File: src/rtl/apb_master_arbiter.sv
// APB master that shares one APB bus among NUM_REQ requesters with round-robin
// arbitration, registered SETUP/ACCESS sequencing and a PREADY timeout.
module apb_master_arbiter #(
    parameter int APB_AW      = 32,
    parameter int APB_DW      = 32,
    parameter int NUM_REQ     = 4,
    parameter int TIMEOUT_CYC = 16
) (
    input  logic                      clk,
    input  logic                      reset_n,
    input  logic [NUM_REQ-1:0]        req_valid,
    input  logic [NUM_REQ-1:0]        req_write,
    input  logic [NUM_REQ*APB_AW-1:0] req_addr,
    input  logic [NUM_REQ*APB_DW-1:0] req_wdata,
    output logic [NUM_REQ-1:0]        req_ack,
    output logic [NUM_REQ-1:0]        resp_valid,
    output logic [APB_DW-1:0]         resp_rdata,
    output logic                      resp_err,
    output logic [APB_AW-1:0]         paddr,
    output logic                      pwrite,
    output logic [APB_DW-1:0]         pwdata,
    output logic                      psel,
    output logic                      penable,
    input  logic [APB_DW-1:0]         prdata,
    input  logic                      pready,
    output logic [1:0]                fsm_state
);
    // Handshake: req_valid[i] is a level held until the one-cycle req_ack[i]
    // pulse; a level still high the cycle after req_ack is a fresh request.
    // Each accepted request yields exactly one resp_valid[i] pulse unless reset.
    localparam int IW = (NUM_REQ > 1) ? $clog2(NUM_REQ) : 1;
    localparam int CW = (TIMEOUT_CYC > 1) ? $clog2(TIMEOUT_CYC) : 1;
    localparam logic [CW-1:0] CNT_LAST = CW'((TIMEOUT_CYC > 0) ? TIMEOUT_CYC - 1 : 0);

    typedef enum logic [1:0] {IDLE = 2'd0, SETUP = 2'd1, ACCESS = 2'd2} state_t;

    state_t              state, state_n;
    logic [IW-1:0]       gnt, gnt_n, rr, rr_n, arb_idx, probe;
    logic [CW-1:0]       cnt, cnt_n;
    logic [NUM_REQ-1:0]  cand;
    logic                arb_found, timed_out, complete, start;
    logic [NUM_REQ-1:0]  req_ack_n, resp_valid_n;
    logic [APB_DW-1:0]   resp_rdata_n, pwdata_n;
    logic [APB_AW-1:0]   paddr_n;
    logic                resp_err_n, pwrite_n, psel_n, penable_n;

    assign fsm_state = state;

    // The owner of a completing transfer is skipped so it cannot be re-granted
    // before its own resp_valid pulse.
    always_comb begin
        cand = req_valid;
        if (state == ACCESS) cand[gnt] = 1'b0;
        arb_found = 1'b0;
        arb_idx   = '0;
        probe     = '0;
        for (int i = NUM_REQ - 1; i >= 0; i--) begin
            probe = IW'((int'(rr) + i) % NUM_REQ);
            if (cand[probe]) begin
                arb_found = 1'b1;
                arb_idx   = probe;
            end
        end
    end

    assign timed_out = (TIMEOUT_CYC != 0) && (cnt == CNT_LAST) && !pready;
    assign complete  = (state == ACCESS) && (pready || timed_out);
    assign start     = ((state == IDLE) || complete) && arb_found;

    always_comb begin
        state_n      = state;
        gnt_n        = gnt;
        rr_n         = rr;
        cnt_n        = cnt;
        paddr_n      = paddr;
        pwrite_n     = pwrite;
        pwdata_n     = pwdata;
        psel_n       = psel;
        penable_n    = penable;
        req_ack_n    = '0;
        resp_valid_n = '0;
        resp_rdata_n = '0;
        resp_err_n   = 1'b0;
        case (state)
            SETUP: begin
                state_n   = ACCESS;
                penable_n = 1'b1;
                cnt_n     = '0;
            end
            ACCESS: begin
                if (complete) begin
                    resp_valid_n = NUM_REQ'(1) << gnt;
                    resp_err_n   = !pready;
                    resp_rdata_n = (pready && !pwrite) ? prdata : '0;
                    state_n      = IDLE;
                    psel_n       = 1'b0;
                    penable_n    = 1'b0;
                end else begin
                    cnt_n = cnt + CW'(1);
                end
            end
            default: ;
        endcase
        if (start) begin
            state_n   = SETUP;
            psel_n    = 1'b1;
            penable_n = 1'b0;
            gnt_n     = arb_idx;
            rr_n      = IW'((int'(arb_idx) + 1) % NUM_REQ);
            paddr_n   = req_addr[int'(arb_idx)*APB_AW +: APB_AW];
            pwrite_n  = req_write[arb_idx];
            pwdata_n  = req_write[arb_idx] ? req_wdata[int'(arb_idx)*APB_DW +: APB_DW] : '0;
            req_ack_n = NUM_REQ'(1) << arb_idx;
        end
    end

    always_ff @(posedge clk or negedge reset_n) begin
        if (!reset_n) begin
            state      <= IDLE;
            gnt        <= '0;
            rr         <= '0;
            cnt        <= '0;
            paddr      <= '0;
            pwrite     <= 1'b0;
            pwdata     <= '0;
            psel       <= 1'b0;
            penable    <= 1'b0;
            req_ack    <= '0;
            resp_valid <= '0;
            resp_rdata <= '0;
            resp_err   <= 1'b0;
        end else begin
            state      <= state_n;
            gnt        <= gnt_n;
            rr         <= rr_n;
            cnt        <= cnt_n;
            paddr      <= paddr_n;
            pwrite     <= pwrite_n;
            pwdata     <= pwdata_n;
            psel       <= psel_n;
            penable    <= penable_n;
            req_ack    <= req_ack_n;
            resp_valid <= resp_valid_n;
            resp_rdata <= resp_rdata_n;
            resp_err   <= resp_err_n;
        end
    end
endmodule

File: config.mk
export PLATFORM = sky130hd
export DESIGN_NAME = apb_master_arbiter
export DESIGN_NICKNAME = d
export VERILOG_FILES = /design/src/rtl/apb_master_arbiter.sv
export SDC_FILE = /design/constraint.sdc
export NUM_CORES = 1
export LEC_CHECK = 0
export ABC_AREA = 1
export CAP_MARGIN = 10
export CORE_AREA = 3 3 156 158
export DETAILED_ROUTE_END_ITERATION = 12
export DIE_AREA = 0 0 159 161
export PLACE_DENSITY = 0.78
export SLEW_MARGIN = 20
export SYNTH_ARGS = -nofsm -noshare
export SYNTH_HDL_FRONTEND = slang
export SYNTH_SLANG_ARGS = --single-unit
File: constraint.sdc
create_clock -name clk -period 2.1 [get_ports clk]
set_input_delay 0.63 -clock clk [delete_from_list [all_inputs] [get_ports clk]]
set_output_delay 0.63 -clock clk [all_outputs]
set_load 0.02 [all_outputs]
# Word level (Yosys, flattened, before mapping)
# Cells that the tools add are included.
# op_classes
order_cmp,7
muxes,40
bitwise,2
shift,4
n_eq_ne,5
add_sub_neg,5
n_reduce_logical,17
# op_table
cell,count
128-bit by 8-bit variable part select with 32-bit output,2
32-bit 2-to-1 mux,4
4-bit 2-to-1 mux,5
"2-bit by 3-bit less-than comparator with 1-bit output, second input constant",6
1-bit 2-to-1 mux,16
2-bit 2-to-1 mux,6
1-bit binary-select mux with 2-bit select,5
4-bit one-hot mux with 2 select lines,1
"1-bit by 2-bit << shifter with 4-bit output, first input constant",2
2-bit AND reduction,3
2-bit nonzero test,3
1-bit logical AND,5
"2-bit by 1-bit adder with 2-bit output, second input constant",2
"2-bit adder, second input constant",2
"4-bit by 1-bit adder with 4-bit output, second input constant",1
4-bit AND,1
"4-bit equality test, second input constant",1
4-bit inverter,1
2-bit one-hot mux with 2 select lines,1
"3-bit != test, second input constant",1
3-bit nonzero test,1
1-bit demux with 2-bit select,1
"2-bit by 1-bit equality test with 1-bit output, second input constant",1
"2-bit equality test, second input constant",1
other kinds (6),8
# totals
elab_cells,93
regBits,118
inputBits,299
out_inout_bits,110

# Longest topological paths before layout
# Gate-level depths: netlist (run 1).
# depth
ltp_word,16
depth_mapped,20
depth_no_buf,18

# Least setup slack after synthesis (run 1)
# No wires, ideal clock.
# synth_path
path_kind,register to register
start,register penable (netlist name)
end,register rr[1]
t_required_ps,1963
path_stages_with_launch,15
synth_period_minus_slack_ps,2253
n_path_buf,2
setup_ps,137
t_arrival_ps,2116
path_slack_ps,-153
cell_sequence,dfrtp_1 -> inv_2 -> nor2_4 -> nand2_1 -> nand3_1 -> nand2_1 -> o21ai_4 -> nand3_1 -> nand2_1 -> buf_6 -> inv_4 -> buf_2 -> ha_1 -> nand2_1 -> o21ai_0
# synth_rtl
element,line,text
to (signal assigned),135,rr <= rr_n;
to (decl),38,"logic [IW-1:0] gnt, gnt_n, rr, rr_n, arb_idx, probe;"

# Final worst setup path (run 1)
# layout_path
start,"register state[0], in the netlist fsm_state[0]"
end,register paddr[11]
# layout_between
elab_chain_len,9
elab_cells_between_ends,23
classes_between,1 x eq/ne; 1 x shift; 17 x mux; 4 x reduce/logical
# layout_lines
element,line,text
from (decl),37,"state_t state, state_n;"
from (signal assigned),133,state <= state_n;
2-bit equality test,"53, 67",
4-bit 2-to-1 mux,53,if (state == ACCESS) cand[gnt] = 1'b0;
1-bit binary-select mux with 2-bit select,59,if (cand[probe]) begin
1-bit 2-to-1 mux (not written as such),59,
2-bit 2-to-1 mux or 1-bit 2-to-1 mux (tied branches) (4 in a row),59,
128-bit by 8-bit variable part select with 32-bit output or 1-bit logical AND (tied branches),"110, 68",
to (signal assigned),137,paddr <= paddr_n;
to (decl),19,"output logic [APB_AW-1:0] paddr,"
# Parallel ways exist; a longest one is shown, timed or not. The select of a mux whose other input is x is not followed.
# A chain may end at the register's enable or synchronous reset.

==> results of run 1 <==
worst max-delay path, stage by stage (launching register included):
cell and delay, ns:
dfrtp_2 0.43, nor2_4 0.17, nand2_2 0.11, nand3_2 0.10, nand2_4 0.08, o21ai_4 0.23, nand2_4 0.08, nand2_4 0.11
nand2_8 0.09, clkbuf_16 0.19, clkbuf_16 0.17, nor2_4 0.07, nor2_1 0.04, nand2_1 0.07, nand2_1 0.06, nand2_1 0.09
nand2_1 0.07
per-stage QoR:
stage,instance area (sq um),power (mW),instances,setup TNS [ns]
2_1_floorplan,8040,14.7,1277,0
3_3_place_gp,12800,20.3,1996,-37.00
3_5_place_dp,12800,20.7,1996,-41.69
4_1_cts,13900,25.8,2045,-7.69
5_1_grt,14400,31.0,2066,-18.45
6_report,14400,28.9,2066,-7.97
state kept, by name, indices dropped and copies added (netlist names), 2 cells and up:
| register | flops |
|---|---|
| paddr | 32 |
| pwdata | 32 |
| resp_rdata | 32 |
| cnt | 4 |
| req_ack | 4 |
| resp_valid | 4 |
| gnt | 2 |
| rr | 2 |
how the worst max path moves through the flow:
stage	to	slack, ns	cells after the start
after floorplan	rr[1]	0.01	18
after CTS	pwdata[17]	-0.15	13
after global placement	paddr[30]	-0.56	14
final	paddr[11]	-0.18	16
after detailed placement	pwdata[17]	-0.63	15
after global routing	pwdata[21]	-0.30	15
cells by family (layout without fill, tap and decap cells):
logic type,count (synthesis),in the layout,synth area share (%)
AOI/OAI and AO/OA,14,14,1.11
xor gates and xnor gates,1,1,0.109
adders and majority gates,5,5,0.781
buffers and inverters,355,825,18.5
DFF,117,117,36.6
and+or+nand+nor,785,785,43.0
layout make-up:
type	count	area (sq um)
Timing Repair Buffer	511	5520
Inverter	282	1070
Sequential cell	117	2930
Clock inverter	15	158
Tap cell	319	399
Clock buffer	17	425
Multi-Input combinational cell	805	3920
Fill cell	2041	8830
routing by layer:
layer  global-route usage, %  share of wire (%)  up-vias
met4                    8.40                3.4        0
met1                    28.1                 38     4478
met5                       0                  0        -
met2                    42.2                 50      486
met3                    6.03                8.0       77
li1                        -                  -     4709
power breakdown:
group          internal (mW)  leakage (nW)  switching, mW
logic                   10.0          6.04           12.5
registers               3.04          1.53          0.428
clock network           1.68         0.282           1.23
layout by cell type (no fill, tap or decap), types with 3 or more instances in the layout:
cell and n:
inv_8 3, inv_2 6, nand2_1 430, dfrtp_1 113, nor2_2 29, buf_6 11
dlymetal6s2s_1 6, buf_16 10, nand2_8 3, a21oi_1 5, nand3_2 37, nand2_2 18
buf_12 16, o21ai_0 4, inv_1 273, clkdlybuf4s50_1 395, nor2_4 5, dfrtp_2 4
buf_4 54, ha_1 4, nand3_4 3, nand3_1 199, nor2_1 46, nor3_1 4
inv_6 7, dlygate4sd2_1 6, clkbuf_16 29, nand2_4 7
what timing repair did:
action,in CTS,in global routing
hold buffers,0,0
setup buffers,12,6
gates resized for setup,61,57
pin swaps,13,26
cloned,5,15
endpoints found under the setup margin,74,76
synth_stat cells:
master	instances	share of area, %
buf_12	3	0.75
buf_6	1	0.14
ha_1	5	0.78
inv_2	7	0.33
nand2_2	3	0.23
nor3_1	4	0.25
nand4_1	1	0.078
a21oi_2	1	0.11
xor2_1	1	0.11
nand3_2	31	3.9
clkbuf_1	14	0.66
buf_1	4	0.19
a21oi_1	5	0.31
nand3b_1	2	0.19
inv_1	274	13
buf_2	42	2.6
inv_4	1	0.078
nand3_1	208	13
dfrtp_1	117	37
a31oi_1	1	0.078
o21ai_4	1	0.20
nor2_4	1	0.14
buf_4	9	0.84
o21bai_1	1	0.094
nor3b_1	1	0.094
nand2_1	454	21
o21ai_0	5	0.31
nand2_4	1	0.14
nor2_1	79	3.7
==> results.md, run 1 <==
- Status: finished, violations left
- Failing checks: setup timing
- TritonRoute pass-1 iters: 5
- GRT Residual Overflow: 0
- # DRC: 0
- Sequential share of the synthesized area: ~37%
- Via count: 9,750
- R2r setup slk: -0.18 ns
- Die area: ~26,000 sq um
- Utilization after layout: 62.1%
- Final Slew Violations: 0
- Final nets: roughly 2,000
- Worst-path clk slew: ~0.070 ns
- GPL Wtd Cong: about 0.95
- Setup Slack @ Placement: -0.631 ns
- Worst R2R Start: fsm_state[0]
- Top Ports: about 410
- Max-cap violations: 0
- Reg-to-Reg End: paddr[11]
- Core Rows: 56
- Dpl hpwl: between 20,000 and 25,000 microns
- Initial antenna violation count: 0
- First-pass GRT wire length: around 49,000 microns
- Worst-margin pin slew: 0.620 ns
- Starting Density: between 30% and 40%
- Crit end category: register
- Htree depth: 4
- Largest net degree at the start of global routing: 72
- CP Data Required Time: roughly 2.4 ns
- Netlist cell types: 29
- Leak pwr: slightly below 8 nW
- Yosys warning total: 0
- Maximum VDD drop: approximately 1.1 mV
- Final min period: around 2.3 ns
- Syn_nets: 1,581
- Clock skew: 0.0131 ns
- Arrival time of the worst setup path: 2.58 ns
- CTS Buf Count: 17
- Antenna Nets Post-Route: 0
- Final hold vios: 0
- CP Launch Point: fsm_state[0]
- Final setup fails: 70
- RSZ-0062 raised after global routing: true
- GRT Total Usage: a little under a quarter
- CTS tree: yes
- Antenna cells: 0
- Critical path class: reg -> reg
- # clock sinks: about 120
- CP max FO: 7
- Worst-skew pair later-pin latency: ~0.42 ns
- Post-synthesis instance area: approximately 8000 sq um
- Via-per-instance ratio: 4.72
- Reg2Reg Depth: 16
- Critical Path Source Type: register
- Avg Synthesized Cell Area: approximately 6.3 sq um
- Worst hold path class: in -> async
- Worst hold slack: 0.221 ns
- Synthesis-stage register bit count: roughly 120
- Initial detailed-routing violation count: 660
- Wire per inst: 16.3 microns
- IO Port Bufs: around 400
- Vias in the first global route: roughly 9,000
- Fin worst setup slack: -0.184 ns
- PwrDens: around 2000 nW/um^2
- Max-slew headroom: a little under 60%
- Cell count after synthesis: approximately 1,300
- Fmax: ~440 MHz
- Root Buffer: clkbuf_16
- Routed WL: approximately 34,000 microns
- Max Buffers Root-to-Sink: 2
- Die height: about 160 microns
- Die Width: between 150 and 200 microns
- Share of cells above drive strength 1: 14.5%
- Core area: roughly 23,000 sq um
- Final Cycle Share: 109%
- Area Overhead vs Synth: 80.3%
No activity file was read; power rests on OpenSTA's default activity.
==> run 2: changes to the inputs <==
- CORE_AREA: 3 3 156 158 -> default
- CORE_ASPECT_RATIO: default -> 0.7
- CORE_MARGIN: default -> 3
- CORE_UTILIZATION: default -> 37
- DIE_AREA: 0 0 159 161 -> default
- PLACE_DENSITY: 0.78 -> 0.82
- clock period: 2.1 -> 1.9 ns (I/O delays scaled with it)
==> run 2 against run 1 <==
Effect of this change: the run still ends with setup timing left; clock power is 14% higher; via count is 1.6% higher; critical path depth is 1 higher; clock skew is 0.00092 ns lower; die area is 8.3% lower; wire length is 1.1% higher; largest cell class unchanged.
==> results.md, run 2 (synthesis gave the netlist of run 1 again) <==
- Largest net degree at the start of global routing: 50 (-31%)
- Arrival time of the worst setup path: 2.67 ns (+0.09 ns)
- Vias in the first global route: 9,118 (-0.52%)
- IO Port Bufs: 408 (unchanged)
- Worst-skew pair later-pin latency: 0.42 ns (about the same)
- Critical path class: reg -> reg
- Top Ports: 409 (unchanged)
- Die Width: 182 microns (+14%)
- Most frequent cells in the layout: nand2_1 (430), clkdlybuf4s50_1 (295), inv_1 (272), nand3_1 (194), dfrtp_1 (113)
- Commonest non-fill, non-tap cell in the layout: nand2_1
- Initial antenna violation count: 0 (unchanged)
- TNS Setup: -28.30 ns (-20.33 ns)
- Final min period: 2.38 ns (+0.100 ns)
- Dpl hpwl: 22,300 microns (-0.84%)
- Worst-margin pin slew: 0.431 ns (-0.189 ns)
- Share of cells above drive strength 1: 15.1% (+0.52 points)
- Total power: 32.8 mW (+14%)
- Utilization after layout: 69.4% (+7.3 points)
- Int Power: 16.9 mW (+14%)
- TritonRoute pass-1 iters: 5 (unchanged)
- CTS Buf Count: 17 (unchanged)
- Seq pwr share: 11.7% (-0.3 points)
- Final instance area: 14,500 sq um (+0.78%)
- Routed WL: 34,100 microns (+1.1%)
- PwrDens: 2260 nW/um^2 (+13%)
- Setup Slack @ Placement: -0.750 ns (-0.119 ns)
- Placed cells: 1,953 (-2.2%)
- Status: finished, violations left
- DP Area: 12,900 sq um (+0.22%)
- Clock skew: 0.0122 ns (-0.000918 ns)
- Combinational group share of total power: 78.1% (+0.2 points)
- Core Rows: 44 (-21%)
- Failing checks: setup timing
- Area Overhead vs Synth: 81.7%
- Max-slew headroom: 71.0% (+12 points)
- Antenna cells: 0 (unchanged)
- Critical Path Source Type: register
- Fin worst setup slack: -0.484 ns (-0.300 ns)
- Leak pwr: 8.33 nW (+6.1%)
- Final Cycle Share: 125% (+17 points)
- Final setup fails: 75 (+7.1%)
- Final nets: 2,051 (+0.64%)
- # clock sinks: 117 (unchanged)
- Starting Density: 38.2% (+3.8 points)
- Wire per inst: 16.7 microns (+2.6%)
- Fmax: 419 MHz (-4.2%)
- Worst hold slack: 0.477 ns (+0.256 ns)
- Max Buffers Root-to-Sink: 2 (unchanged)
- Final non-filler cell total: 2,036 (-1.5%)
- CP Data Required Time: 2.19 ns (-0.20 ns)
- Worst-path clk slew: 0.06 ns (about the same)
- Via-per-instance ratio: 4.87 (+3.1%)
- Die height: 129 microns (-20%)
- Via count: 9,909 (+1.6%)
- Core area: 21,000 sq um (-9.8%)
- Die area: 23,500 sq um (-8.3%)
- Final Slew Violations: 0 (unchanged)
- First-pass GRT wire length: 47,900 microns (-2.3%)
- Clock share of power: 10.1% (about the same)
- Htree depth: 4 (unchanged)
- CTS tree: yes
- Maximum VDD drop: 1.73 mV (+62%)
- Sw power: 16.0 mW (+13%)
- # fillers: 1,646 (-19%)
- Initial detailed-routing violation count: 759 (+15%)
- Final hold vios: 0 (unchanged)
- GRT Residual Overflow: 0 (unchanged)
- Net Sw Frac: 48.6% (-0.29 points)
- Crit end category: register
- GPL Wtd Cong: 0.880 (-7.3%)
- # DRC: 0 (unchanged)
- Root Buffer: clkbuf_16
- GRT Total Usage: 25.5% (+1.7 points)
- Top Registers: paddr x32, pwdata x32, resp_rdata x32
- Antenna Nets Post-Route: 0 (unchanged)
- CP max FO: 6 (-1)
- Max-cap violations: 0 (unchanged)
- Worst hold path class: reg -> reg
- RSZ-0062 raised after global routing: true
==> run 2: layout make-up <==
| type | instances | area (sq um) | area share [%] |
|---|---|---|---|
| clock buffer | 18 | 439 | 3.02 |
| inverter | 282 | 1080 | 7.42 |
| sequential | 117 | 2930 | 20.2 |
| tap | 276 | 345 | 2.37 |
| multi-input combinational | 806 | 3960 | 27.2 |
| clock inverter | 14 | 166 | 1.14 |
| timing repair buffer | 523 | 5620 | 38.6 |
==> run 2: worst max-delay path, stage by stage (launching register included) <==
cell and delay, ns:
dfrtp_2 0.45, nand2_2 0.09, inv_1 0.05, nand2_2 0.09, nand3_2 0.11, nand2_1 0.09
nand2_1 0.06, nand2_1 0.10, inv_2 0.07, nand3_1 0.10, nand2_2 0.08, buf_4 0.14
a21oi_4 0.21, buf_4 0.15, buf_4 0.11, ha_4 0.19, nand2_1 0.05, o21ai_1 0.08
==> run 2: worst paths after layout <==
| kind | from | end | slack, ns | depth (start not counted) |
|---|---|---|---|---|
| max in group asynchronous | reset_n | penable | 0.77 | 3 |
| setup reg to reg | gnt[1] | rr[1] | -0.48 | 17 |
| hold reg to reg | paddr[7] | paddr[7] | 0.48 | 2 |
| hold / removal | paddr[7] | paddr[7] | 0.48 | 2 |
| min in group asynchronous | reset_n | resp_rdata[21] | 0.55 | 2 |
| setup / recovery | gnt[1] | rr[1] | -0.48 | 17 |
==> run 2: power groups by stage <==
stage,Sequential (mW),Combinational [mW],Clock (mW)
CTS,3.83,22.0,3.37
detailed placement,3.87,19.1,0
finish,3.85,25.6,3.33
floorplan,4.68,11.8,0
global placement,3.84,18.7,0
global route,3.94,27.8,3.50
==> run 2: layer usage <==
metal	track usage [%]	part of all wire (%)	vias up
li1	-	-	4733
met1	32.6	41	4615
met4	7.16	2.2	0
met5	0	0	-
met2	43.6	48	493
met3	6.20	8.6	68
==> run 2: repair_timing <==
action | in CTS | in global routing
setup endpoints to repair | 185 | 78
cloned | 10 | 13
hold buffers | 1 | 0
hold endpoints to repair | 12 | 0
setup buffers | 9 | 18
gates resized for setup | 168 | 52
pin swaps | 13 | 25
==> run 3: changes to the inputs <==
- CORE_MARGIN: 3 -> 2
==> run 3 against run 2 <==
Effect of this change: the run still ends with setup timing left; register-to-register slack better by 0.02 ns; final cell count down 0.74%; non-clock buffer count down 15; fmax up 0.71%; clock skew up 0.0015 ns; power down 1.0%; global-route usage up 0.12 points; core utilization down 0.48 points; wire length down 1.6%; largest cell class unchanged; largest power group unchanged.
==> results.md, run 3 (synthesis gave the netlist of run 1 again) <==
- Status: finished, violations left
- Final setup fails: 75 (unchanged)
- R2r setup slk: -0.47 ns (+0.02 ns)
- Largest net degree at the start of global routing: 55 (+10%)
- Worst-skew pair later-pin latency: 0.42 ns (about the same)
- Crit end category: register
- CP max-delay cell: dfrtp_1
- TritonRoute pass-1 iters: 8 (+3)
- Critical Path, Cell by Cell: inv_2, nand3_4, nand2_1, nand2_1, nand2_2, inv_4, nand2_4, nand2_4, nand2_4, nand2_8, buf_12, inv_16, clkbuf_16, ha_1, inv_1, nor2_2
- Reg-to-Reg End: req_ack[1]
- Dpl hpwl: 21,700 microns (-2.7%)
- Fmax: 422 MHz (+0.71%)
- Max-cap violations: 0 (unchanged)
- Initial detailed-routing violation count: 684 (-9.9%)
- Max Buffers Root-to-Sink: 2 (unchanged)
- WP buf/inv: 6 (+1)
- Top Registers: paddr x32, pwdata x32, resp_rdata x32
- # clock sinks: 117 (unchanged)
- Area Overhead vs Synth: 80.4%
- # DRC: 0 (unchanged)
- Root Buffer: clkbuf_16
- Core area: 21,000 sq um (unchanged)
- CTS tree: yes
- Max-slew headroom: 70.1% (-0.85 points)
- Antenna Nets Post-Route: 0 (unchanged)
- Die height: 127 microns (-1.5%)
- Share of cells above drive strength 1: 15.6% (+0.59 points)
- CTS Buf Count: 17 (unchanged)
- CP top delay family: simple AND/OR/NAND/NOR gates
- Htree depth: 4 (unchanged)
- Critical Path Source Type: register
- Maximum VDD drop: 1.42 mV (-18%)
- Wire per inst: 16.6 microns (-0.91%)
- Antenna cells: 0 (unchanged)
- Fin worst setup slack: -0.468 ns (+0.0169 ns)
- First-pass GRT wire length: 47,000 microns (-1.8%)
- GRT Residual Overflow: 0 (unchanged)
- GRT Total Usage: 25.6% (+0.12 points)
- Final hold vios: 0 (unchanged)
- Die area: 22,900 sq um (-2.6%)
- Total power: 32.5 mW (-1.0%)
- Core Rows: 44 (unchanged)
- Via count: 9,858 (-0.51%)
- Final Cycle Share: 125% (-0.89 points)
- CP Data Required Time: 2.25 ns (+0.06 ns)
- Commonest non-fill, non-tap cell in the layout: nand2_1
- Via-per-instance ratio: 4.88 (+0.22%)
- Most frequent cells in the layout: nand2_1 (420), clkdlybuf4s50_1 (296), inv_1 (271), nand3_1 (187), dfrtp_1 (113)
- Placed cells: 1,951 (-0.10%)
- Worst-margin pin slew: 0.444 ns (+0.0127 ns)
- Vias in the first global route: 9,192 (+0.81%)
- Top Ports: 409 (unchanged)
- Critical path class: reg -> reg
- Arrival time of the worst setup path: 2.72 ns (+0.05 ns)
- Clock skew: 0.0137 ns (+0.00152 ns)
- Failing checks: setup timing
- Initial antenna violation count: 0 (unchanged)
- PwrDens: 2250 nW/um^2 (-0.36%)
- Final Slew Violations: 0 (unchanged)
- Worst path max stage delay: 0.46 ns (about the same)
- Leak pwr: 8.26 nW (-0.78%)
- RSZ-0062 raised after global routing: true
- Crit-path most repeated cell: nand2_4
- Hold-fix buffers at CTS: 0 (-1)
- Worst R2R Start: rr[0]
- Routed WL: 33,500 microns (-1.6%)
- Reg2Reg Depth: 16 (-1)
- Starting Density: 38.2% (unchanged)
- Worst hold path class: in -> async
- Worst-path clk slew: 0.07 ns (about the same)
- Final non-filler cell total: 2,021 (-0.74%)
- Die Width: 180 microns (-1.1%)
- Final nets: 2,036 (-0.73%)
- Final min period: 2.37 ns (-0.0169 ns)
- IO Port Bufs: 408 (unchanged)
- CP max FO: 6 (unchanged)
- GPL Wtd Cong: 0.895 (+1.6%)
- Setup Slack @ Placement: -0.742 ns (+0.00808 ns)
[run 3: changes by cell type in the layout (fill, tap and decap cells not counted), sizes merged, moves of 2 or more]
| cell | delta |
|---|---|
| clkbuf | +3 |
| bufbuf | -2 |
| buf | -17 |
| clkinv | -2 |
| dlygate4sd2 | -2 |
[run 3: power by group]
part           leakage (nW)  switching (mW)  internal (mW)
clock network         0.299            1.33           2.10
registers              1.53           0.489           3.36
logic                  6.44            14.3           10.9
[run 3: repair_timing]
action                                  CTS  global route
resized for setup                       154            92
gates cloned                              3            21
setup buffers                            16             3
endpoints found under the setup margin  184            77
pin swaps                                14            32
endpoints found under the hold margin     0             0
[run 3: how the worst max path moves through the flow]
| stage | startpoint | end | depth (start not counted) |
|---|---|---|---|
| final | rr[0] | req_ack[1] | 16 |
| after floorplan | penable | rr[1] | 18 |
| after detailed placement | req_valid[3] | pwdata[23] | 15 |
| after global routing | fsm_state[0] | pwdata[17] | 17 |
| after CTS | fsm_state[0] | pwdata[15] | 15 |
| after global placement | req_valid[3] | pwdata[23] | 15 |
[run 3: stage by stage]
| step | utilization (%) | TNS, ns | hold slack [ns] | instance area (sq um) |
|---|---|---|---|---|
| 6_report | 68.9 | -29.07 | 0.0813 | 14400 |
| 5_1_grt | 68.9 | -37.58 | 0.0931 | 14400 |
| 4_1_cts | 65.4 | -20.50 | 0.0794 | 13700 |
| 3_5_place_dp | 61.2 | -52.66 | 0.465 | 12800 |
| 3_3_place_gp | 61.2 | -48.40 | 0.461 | 12800 |
| 2_1_floorplan | - | -10.14 | 0.274 | 8090 |
[run 3: area by class of cell]
cell class,instances,area (sq um)
multi-input combinational,806,4050
timing repair buffer,508,5420
clock inverter,15,194
tap,276,345
fill,1647,6530
clock buffer,17,425
inverter,282,1080
sequential,117,2930
[run 3: worst reg2reg max path: stages, from the launching register on]
cell       delay (ns)
dfrtp_1          0.46
inv_2            0.22
nand3_4          0.12
nand2_1          0.09
nand2_1          0.09
nand2_2          0.11
inv_4            0.05
nand2_4          0.09
nand2_4          0.06
nand2_4          0.12
nand2_8          0.08
buf_12           0.16
inv_16           0.09
clkbuf_16        0.16
ha_1             0.19
inv_1            0.08
nor2_2           0.13
[run 3: per-layer routing]
| metal | vias to the layer above | track usage (%) | wire length (microns) |
|---|---|---|---|
| met3 | 86 | 5.82 | 2560 |
| met1 | 4623 | 31.3 | 13400 |
| met5 | - | 0 | 0 |
| met4 | 0 | 8.42 | 1090 |
| met2 | 450 | 45.1 | 16400 |
| li1 | 4699 | - | - |
